**config.mk**
```make
export PLATFORM = sky130hd
export DESIGN_NAME = color_effect_engine
export DESIGN_NICKNAME = d
export VERILOG_FILES = /design/src/rtl/color_effect_engine.sv
export SDC_FILE = /design/constraint.sdc
export NUM_CORES = 1
export LEC_CHECK = 0
export CORE_MARGIN = 3
export CORE_UTILIZATION = 51
export DETAILED_ROUTE_END_ITERATION = 7
export GPL_TIMING_DRIVEN = 0
export PLACE_DENSITY_LB_ADDON = 0.25
export REMOVE_ABC_BUFFERS = 1
export SLEW_MARGIN = 0
export SYNTH_ARGS = -nofsm -noshare
export SYNTH_HDL_FRONTEND = slang
export SYNTH_SLANG_ARGS = --single-unit
```
**constraint.sdc**
```tcl
create_clock -name clk -period 2.37 [get_ports clk]
set_input_delay 0.3555 -clock clk [delete_from_list [all_inputs] [get_ports clk]]
set_output_delay 0.3555 -clock clk [all_outputs]
set_load 0.01 [all_outputs]
```
**src/rtl/color_effect_engine.sv**
```systemverilog
// Purpose : per-pixel colour/effect stage; per-frame fade, R->G->B cycle, white and strobe
//           effects, masked to visible foreground pixels.
// Latency : R/G/B registered, 1 cycle after the pixel inputs; effects step on enable & frame_tick.
// Backpressure: none; enable=0 freezes every register (outputs, intensities, FSM, strobe).
// Ports   : clk, reset (async, active-low), enable, frame_tick, display_area, pixel_on,
//           mode[1:0], ch_sel[2:0] {R,G,B}, white_in, strobe_en -> R/G/B[COLOR_W-1:0], strobe_phase.
module color_effect_engine #(
  parameter int COLOR_W    = 3,
  parameter int STEP       = 1,
  parameter int STROBE_DIV = 4
) (
  input  logic               clk,
  input  logic               reset,
  input  logic               enable,
  input  logic               frame_tick,
  input  logic               display_area,
  input  logic               pixel_on,
  input  logic [1:0]         mode,
  input  logic [2:0]         ch_sel,
  input  logic               white_in,
  input  logic               strobe_en,
  output logic [COLOR_W-1:0] R,
  output logic [COLOR_W-1:0] G,
  output logic [COLOR_W-1:0] B,
  output logic               strobe_phase
);

  localparam logic [COLOR_W:0] L_MAX  = (COLOR_W+1)'((1 << COLOR_W) - 1);
  localparam logic [COLOR_W:0] L_STEP = (COLOR_W+1)'(STEP);
  localparam int               CNT_W  = (STROBE_DIV > 1) ? $clog2(STROBE_DIV) : 1;
  localparam logic [CNT_W-1:0] CNT_LAST = CNT_W'(STROBE_DIV - 1);

  typedef enum logic [1:0] {CYC_R = 2'd0, CYC_G = 2'd1, CYC_B = 2'd2} cyc_t;

  // Channel index 0 = red, 1 = green, 2 = blue.
  logic [COLOR_W-1:0] r_int [3];
  logic               r_dir [3];       // 1 = counting up
  logic [COLOR_W-1:0] r_out [3];
  logic [CNT_W-1:0]   r_strobe_cnt;
  logic               r_strobe_phase;
  cyc_t               r_cyc;

  logic [COLOR_W-1:0] w_int_nxt [3];
  logic               w_dir_nxt [3];
  cyc_t               w_cyc_nxt;
  logic [COLOR_W:0]   w_up      [3];
  logic [COLOR_W:0]   w_dn      [3];
  logic [COLOR_W-1:0] w_stp_int [3];
  logic               w_stp_dir [3];
  logic               w_hit0    [3];
  logic               w_show;

  // Saturating one-step result per channel, evaluated one bit wider so the
  // up-step can never wrap before it is compared against MAX.
  for (genvar i = 0; i < 3; i++) begin : g_step
    logic w_sat_up;
    assign w_up[i]      = {1'b0, r_int[i]} + L_STEP;
    assign w_dn[i]      = {1'b0, r_int[i]} - L_STEP;
    assign w_sat_up     = (w_up[i] >= L_MAX);
    assign w_hit0[i]    = ~r_dir[i] & ({1'b0, r_int[i]} <= L_STEP);
    assign w_stp_int[i] = r_dir[i] ? (w_sat_up ? L_MAX[COLOR_W-1:0] : w_up[i][COLOR_W-1:0])
                                   : (w_hit0[i] ? '0 : w_dn[i][COLOR_W-1:0]);
    assign w_stp_dir[i] = r_dir[i] ? ~w_sat_up : w_hit0[i];
  end

  // Effect next-state: white overrides every mode; the cycle FSM only moves
  // on when its own channel's down-step reaches zero.
  always_comb begin
    w_int_nxt = r_int;
    w_dir_nxt = r_dir;
    w_cyc_nxt = r_cyc;
    if (frame_tick) begin
      if (white_in) begin
        for (int i = 0; i < 3; i++) begin
          w_int_nxt[i] = L_MAX[COLOR_W-1:0];
          w_dir_nxt[i] = 1'b0;
        end
      end else begin
        case (mode)
          2'b01: begin
            for (int i = 0; i < 3; i++) begin
              if (ch_sel[2-i]) begin
                w_int_nxt[i] = w_stp_int[i];
                w_dir_nxt[i] = w_stp_dir[i];
              end
            end
          end
          2'b10: begin
            case (r_cyc)
              CYC_R: begin
                w_int_nxt[0] = w_stp_int[0];
                w_dir_nxt[0] = w_stp_dir[0];
                if (w_hit0[0]) w_cyc_nxt = CYC_G;
              end
              CYC_G: begin
                w_int_nxt[1] = w_stp_int[1];
                w_dir_nxt[1] = w_stp_dir[1];
                if (w_hit0[1]) w_cyc_nxt = CYC_B;
              end
              CYC_B: begin
                w_int_nxt[2] = w_stp_int[2];
                w_dir_nxt[2] = w_stp_dir[2];
                if (w_hit0[2]) w_cyc_nxt = CYC_R;
              end
              default: w_cyc_nxt = CYC_R;
            endcase
          end
          default: w_cyc_nxt = CYC_R;
        endcase
      end
    end
  end

  always_ff @(posedge clk or negedge reset) begin
    if (!reset) begin
      r_cyc <= CYC_R;
    end else if (enable) begin
      r_cyc <= w_cyc_nxt;
    end
  end

  always_ff @(posedge clk or negedge reset) begin
    if (!reset) begin
      for (int i = 0; i < 3; i++) begin
        r_int[i] <= '0;
        r_dir[i] <= 1'b1;
      end
    end else if (enable) begin
      r_int <= w_int_nxt;
      r_dir <= w_dir_nxt;
    end
  end

  always_ff @(posedge clk or negedge reset) begin
    if (!reset) begin
      r_strobe_cnt   <= '0;
      r_strobe_phase <= 1'b0;
    end else if (enable && frame_tick) begin
      if (!strobe_en) begin
        r_strobe_cnt   <= '0;
        r_strobe_phase <= 1'b0;
      end else if (r_strobe_cnt == CNT_LAST) begin
        r_strobe_cnt   <= '0;
        r_strobe_phase <= ~r_strobe_phase;
      end else begin
        r_strobe_cnt <= r_strobe_cnt + 1'b1;
      end
    end
  end

  // Output samples the pre-tick intensities and strobe phase.
  assign w_show = display_area & pixel_on & ~(strobe_en & r_strobe_phase);

  always_ff @(posedge clk or negedge reset) begin
    if (!reset) begin
      for (int i = 0; i < 3; i++) r_out[i] <= '0;
    end else if (enable) begin
      for (int i = 0; i < 3; i++) r_out[i] <= w_show ? r_int[i] : '0;
    end
  end

  assign R            = r_out[0];
  assign G            = r_out[1];
  assign B            = r_out[2];
  assign strobe_phase = r_strobe_phase;

endmodule

```
## Yosys cells after proc, flatten, opt, wreduce, memory -nomap -nowiden

Index checks and enable logic that the tools add are counted.

| word-level totals | value |
|---|---|
| flip-flop bits (word level) | 26 |
| bits of input ports | 13 |
| output and inout port bits | 10 |
| logic and storage cells | 104 |

| operators by class | value |
|---|---|
| add/sub/neg operators | 7 |
| order comparisons | 6 |
| eq/ne operators | 15 |
| mux-type cells | 40 |
| bitwise gates (word level) | 16 |
| reduce and logical (&&, ||, !) cells | 8 |

Operators by type and width:

| cell | number |
|---|---|
| 2-to-1 mux 3 bit | 19 |
| != test 3 bit (second input constant) | 7 |
| case mux 9 bit (2 select lines) | 1 |
| AND reduction 5 bit | 3 |
| adder 3 x 1 -> 4 bit (second input constant) | 3 |
| greater-or-equal comparator 4 x 3 -> 1 bit (second input constant) | 3 |
| 2-to-1 mux 1 bit | 11 |
| 2-to-1 mux 2 bit | 5 |
| inverter 1 bit | 10 |
| <= comparator 3 x 1 -> 1 bit (second input constant) | 3 |
| 2-to-1 mux 9 bit | 1 |
| subtractor 3 x 1 -> 3 bit (second input constant) | 3 |
| AND reduction 7 bit | 1 |
| AND 1 bit | 6 |
| == test 2 bit (second input constant) | 3 |
| != test 3 x 2 -> 1 bit (second input constant) | 2 |
| case mux 2 bit (3 select lines) | 1 |
| case mux 3 bit (2 select lines) | 1 |
| == test 2 x 1 -> 1 bit (second input constant) | 2 |
| case mux 2 bit (2 select lines) | 1 |
| nonzero test 3 bit | 1 |
| adder 2 x 1 -> 2 bit (second input constant) | 1 |
| logical NOT 2 bit | 1 |
| != test 2 x 1 -> 1 bit (second input constant) | 1 |
| 2 further kinds | 2 |

## Depth between registers and ports, before layout

| logic depth | value |
|---|---|
| word-level depth | 7 |
| depth in mapped cells | 6 |
| depth with buffers taken out | 6 |

## Worst setup path after synthesis

No wires, ideal clock.

| timing | value |
|---|---|
| kind | reg2reg |
| start | register r_int[4] (netlist bit) |
| end | register r_int[4] (netlist bit) |
| setup time | 0.126 ns |
| arrival time | 1.526 ns |
| required time | 2.244 ns |
| slack | 0.718 ns |
| cell stages (with the launch flop) | 7 |
| buffers on the path | 1 |
| clock period less this slack | 1.652 ns |
| cells stage by stage | dfrtp_1 -> clkbuf_1 -> inv_1 -> ha_1 -> or3b_2 -> mux2i_1 -> a21oi_1 |

| between the ends | value |
|---|---|
| cells in the longest elaborated chain, start to end | 7 |
| elaborated cells on any way between the ends | 12 |
| those cells by class | 2 x add/sub; 2 x order compare; 7 x mux; 1 x bitwise |

RTL lines:

| item | line | RTL |
|---|---|---|
| start: declaration | 36 | `logic [COLOR_W-1:0] r_int [3];` |
| start signal: assignment | 129 | `r_int <= w_int_nxt;` |
| adder 3 x 1 -> 4 bit / <= comparator 3 x 1 -> 1 bit (equally long branches) | 57, 60 |  |
| greater-or-equal comparator 4 x 3 -> 1 bit / AND 1 bit (equally long branches) | 59, 60 |  |
| 2-to-1 mux 3 bit (on tied branches) | 61, 62 |  |
| 2-to-1 mux 3 bit (*) | 61 | `assign w_stp_int[i] = r_dir[i] ? (w_sat_up ? L_MAX[COLOR_W-1:0] : w_up[i][COLOR_W-1:0])` |
| 2-to-1 mux 3 bit (on tied branches) | 89, 82 |  |
| case mux 9 bit (2 select lines) (*) | 79 | `case (mode)` |
| 2-to-1 mux 9 bit (*) | 73 | `if (white_in) begin` |

Every way passes the cells marked *; elsewhere a longest branch is shown, timed or not. The select of a mux whose other input is x is not followed.
A chain may end at the register's enable or synchronous reset.

## Worst setup path after layout

| timing | value |
|---|---|
| start | input white_in |
| end | register r_int[0] (netlist bit) |

| between the ends | value |
|---|---|
| cells in the longest elaborated chain, start to end | 2 |
| elaborated cells on any way between the ends | 5 |
| those cells by class | 2 x eq/ne; 1 x mux; 2 x reduce/logical |

RTL lines:

| item | line | RTL |
|---|---|---|
| start: declaration | 20 | `input logic white_in,` |
| != test 3 bit (no source line) / nonzero test 3 bit (equally long branches) | n/a |  |
| AND reduction 5 bit (no source line) | n/a |  |

Several ways; a longest one is shown, not always the timed one.

==> flow_metrics.env <==
export IMPL_drv_slew=0
export IMPL_post_synth_top_count_cell="dfrtp_1"
export IMPL_grt_util_all_layers=0.1939
export IMPL_cts_max_level=1
export IMPL_min_delay_path_depth=2
export IMPL_tritoncts_num_buffers=3
export IMPL_setup_worst_path_class="in2reg"
export IMPL_post_dp_cell_area_um2=1943
export IMPL_ant_nets=0
export IMPL_run_status="complete, no violations"
export IMPL_max_slew_margin=0.2349
export IMPL_hold_start="r_strobe_cnt[1]"
export IMPL_p_leak_nw=0.8327
export IMPL_numPortBuffers=22
export IMPL_shortest_period_the_worst_path_allows_ps=2063
export IMPL_initial_core_util=0.5456
export IMPL_worst_skew_late_latency_ps=320
export IMPL_power_density_of_the_placed_cells_nw_per_um2=864.9
export IMPL_cts_sinks=26
export IMPL_drc_markers=0
export IMPL_die_h_um=63.85
export IMPL_timing_critical_path_fanout_max=17
export IMPL_worst_r2r_path_depth=5
export IMPL_fp_dieArea_um2=4076
export IMPL_drt_initial_drc_count=144
export IMPL_vias_per_cell=5.658
export IMPL_route_final_wire_length_um=3469
export IMPL_dominantRegCellSynth="dfrtp_1"
export IMPL_dieWidth_um=63.85
export IMPL_postSynthCellCount=182
export IMPL_detail_route_wl_per_cell_um=14.28
export IMPL_setup_ws_final_ps=307.3
export IMPL_cp_end_kind="flop"
export IMPL_final_hold_violation_count=0
export IMPL_max_cap_violations=0
export IMPL_crit_required_ps=2590
export IMPL_post_cts_resized_instances=0
export IMPL_timing_worst_slew_pin_value_ps=1144
export IMPL_ys_top_cells_by_area="dfrtp_1 (34%), ha_1 (8.1%), o21ai_0 (5.9%)"
export IMPL_diodes=0
export IMPL_row_count=20
export IMPL_ir_worst_vdd_mv=0.4197
export IMPL_muxShareOfSynthArea=0.03152
export IMPL_nets=224
export IMPL_synthSimpleGateAreaFrac=0.1723
export IMPL_synth_yosys_seq_area_share=0.3834
export IMPL_cts_tree="done"
export IMPL_postSynthRegisterBits=26
export IMPL_postCtsSetupRepairBufs=0
export IMPL_half_perimeter_wire_length_after_placement_um=2502
export IMPL_post_route_period_util=0.8703
export IMPL_synth_compound_area_frac=0.2603
export IMPL_regToRegEndpoint="r_int[0]"
export IMPL_yosys_area_share_adder=0.08065
export IMPL_synth_cell_type_count=48
export IMPL_synth_top_cell_area_share=0.3372
export IMPL_setup_violations=0
export IMPL_crit_arrival_ps=2280
export IMPL_area_overhead_of_the_layout_relative_to_synthesis_pct=15.40
export IMPL_grt_start_max_net_pins=27
export IMPL_clock_skew_final_ps=2.731
export IMPL_start_kind="input port"
export IMPL_pin_count=23
export IMPL_grt_antenna_before_repair=0
export IMPL_gp_routability_congestion=0.7293
export IMPL_firstDrtPassIters=4
export IMPL_hold_end="r_strobe_cnt[1]"
export IMPL_synth_edf_count=0
export IMPL_stdcell_area_um2=1969
export IMPL_grt_pass1_vias=1383
export IMPL_post_route_cells_drive_above_1_share=0.1206
export IMPL_clk_path_buf_depth=2
export IMPL_cts_hold_fix_buffers=0
export IMPL_yosys_area_top_type="dfrtp_1"
export IMPL_postSynth_asyncResetShare=1.000
export IMPL_achievable_frequency_mhz=484.8
export IMPL_grt_pass1_wl_um=6361
export IMPL_vias=1375
export IMPL_reg_to_reg_critical_path_startpoint="r_int[0]"
export IMPL_worstHoldPathType="reg2reg"
export IMPL_yosysWarnings=0
export IMPL_mapped_avg_cell_area_um2=9.377
export IMPL_grt_overflow_total=0
export IMPL_regToRegSetupSlack_ps=600
export IMPL_pre_cts_ws_ps=-27.52
export IMPL_clockRootBuffer="clkbuf_4"
export IMPL_synth_xor_area_share=0.005132
export IMPL_core_area_um2=3128
export IMPL_clkSlewWorstSetupHoldPaths_ps=140
export IMPL_rsz0062_at_grt="false"
export IMPL_synth_commonest_cells="dfrtp_1 (23), nand2_1 (21), inv_1 (20), o21ai_0 (20), ha_1 (11)"
export IMPL_synthesis_area_um2=1707
export IMPL_main_combinational_cell_family_by_area_after_synthesis="compound AO/OA/AOI/OAI gates"
==> layout make-up <==
class                      count  area (um2)
clock buffer                   4       26.28
fill                         277        1159
inverter                      20       75.07
multi-input combinational    127       938.4
sequential                    26       654.4
tap                           44       55.05
timing repair buffer          22       220.2
==> where the power goes <==
group	internal, mW	total (mW)	switching, mW
logic	0.360	0.706	0.346
registers	0.580	0.803	0.223
clock network	0.0658	0.194	0.128
total	1.01	1.70	0.697
==> per-stage QoR <==
stage	hold WS, ps	instances	TNS, ps	util	power, mW
4_1_cts	529.0	243	0	0.6296	1.711
5_1_grt	543.2	243	0	0.6296	1.879
6_report	522.8	243	0	0.6296	1.703
2_1_floorplan	59.91	173	0	-	1.265
3_5_place_dp	500.5	239	-27.52	0.6212	1.511
3_3_place_gp	469.3	239	0	0.6212	1.444
==> cells in the final DEF (no fill, tap or decap), types with 2 or more instances in the layout <==
master           instances
dfrtp_1                 23
a22o_1                   3
a21oi_1                  3
o21ai_1                  3
and3b_2                  2
nand2_1                 21
inv_1                   20
a41o_1                   2
o21ba_2                  3
nor4bb_2                 2
o311ai_4                 2
a31oi_1                  4
o31a_1                   2
mux2i_1                  2
nor3_1                   8
o21ai_0                 20
clkbuf_4                 3
dfstp_2                  3
o41ai_1                  3
clkdlybuf4s50_1         22
nor2_1                   9
mux2_2                   2
ha_1                    11
==> critical path: stages <==
cell and delay [ps]:
clkdlybuf4s50_1 830, a41o_1 410, a31oi_1 250, o21ai_0 130, mux2_1 300
==> per-layer routing <==
metal / wire length [um] / global-route usage / vias to the layer above
met2: 1730 / 0.3419 / 39
met4: 33 / 0.05660 / 0
li1: - / - / 684
met5: 0 / 0 / -
met1: 1562 / 0.2425 / 648
met3: 144 / 0.02988 / 4
==> worst max-delay path by stage <==
| stage | start | end | slack [ps] | cells past startpoint |
|---|---|---|---|---|
| global placement | white_in | r_int[0] | 40 | 5 |
| CTS | white_in | r_int[0] | 320 | 5 |
| floorplan | r_int[7] | r_int[7] | 760 | 6 |
| finish | white_in | r_int[0] | 310 | 5 |
| detailed placement | white_in | r_int[0] | -30 | 5 |
| global route | enable | r_cyc[0] | 220 | 4 |
==> logic make-up (layout without fill, tap and decap cells) <==
kind of cell / count (synthesis) / in the layout
and+or+nand+nor: 53 / 53
DFF: 26 / 26
muxes: 5 / 5
xor gates and xnor gates: 1 / 1
AOI/OAI and AO/OA: 57 / 57
buffers and inverters: 29 / 46
adders and majority gates: 11 / 11
==> state kept, by name (all words and copies together) (netlist names) <==
name / cells
G: 3
r_cyc: 2
r_strobe_cnt: 2
R: 3
r_dir: 3
B: 3
r_int: 9
strobe_phase: 1
Power figures use the tool's default switching activity.
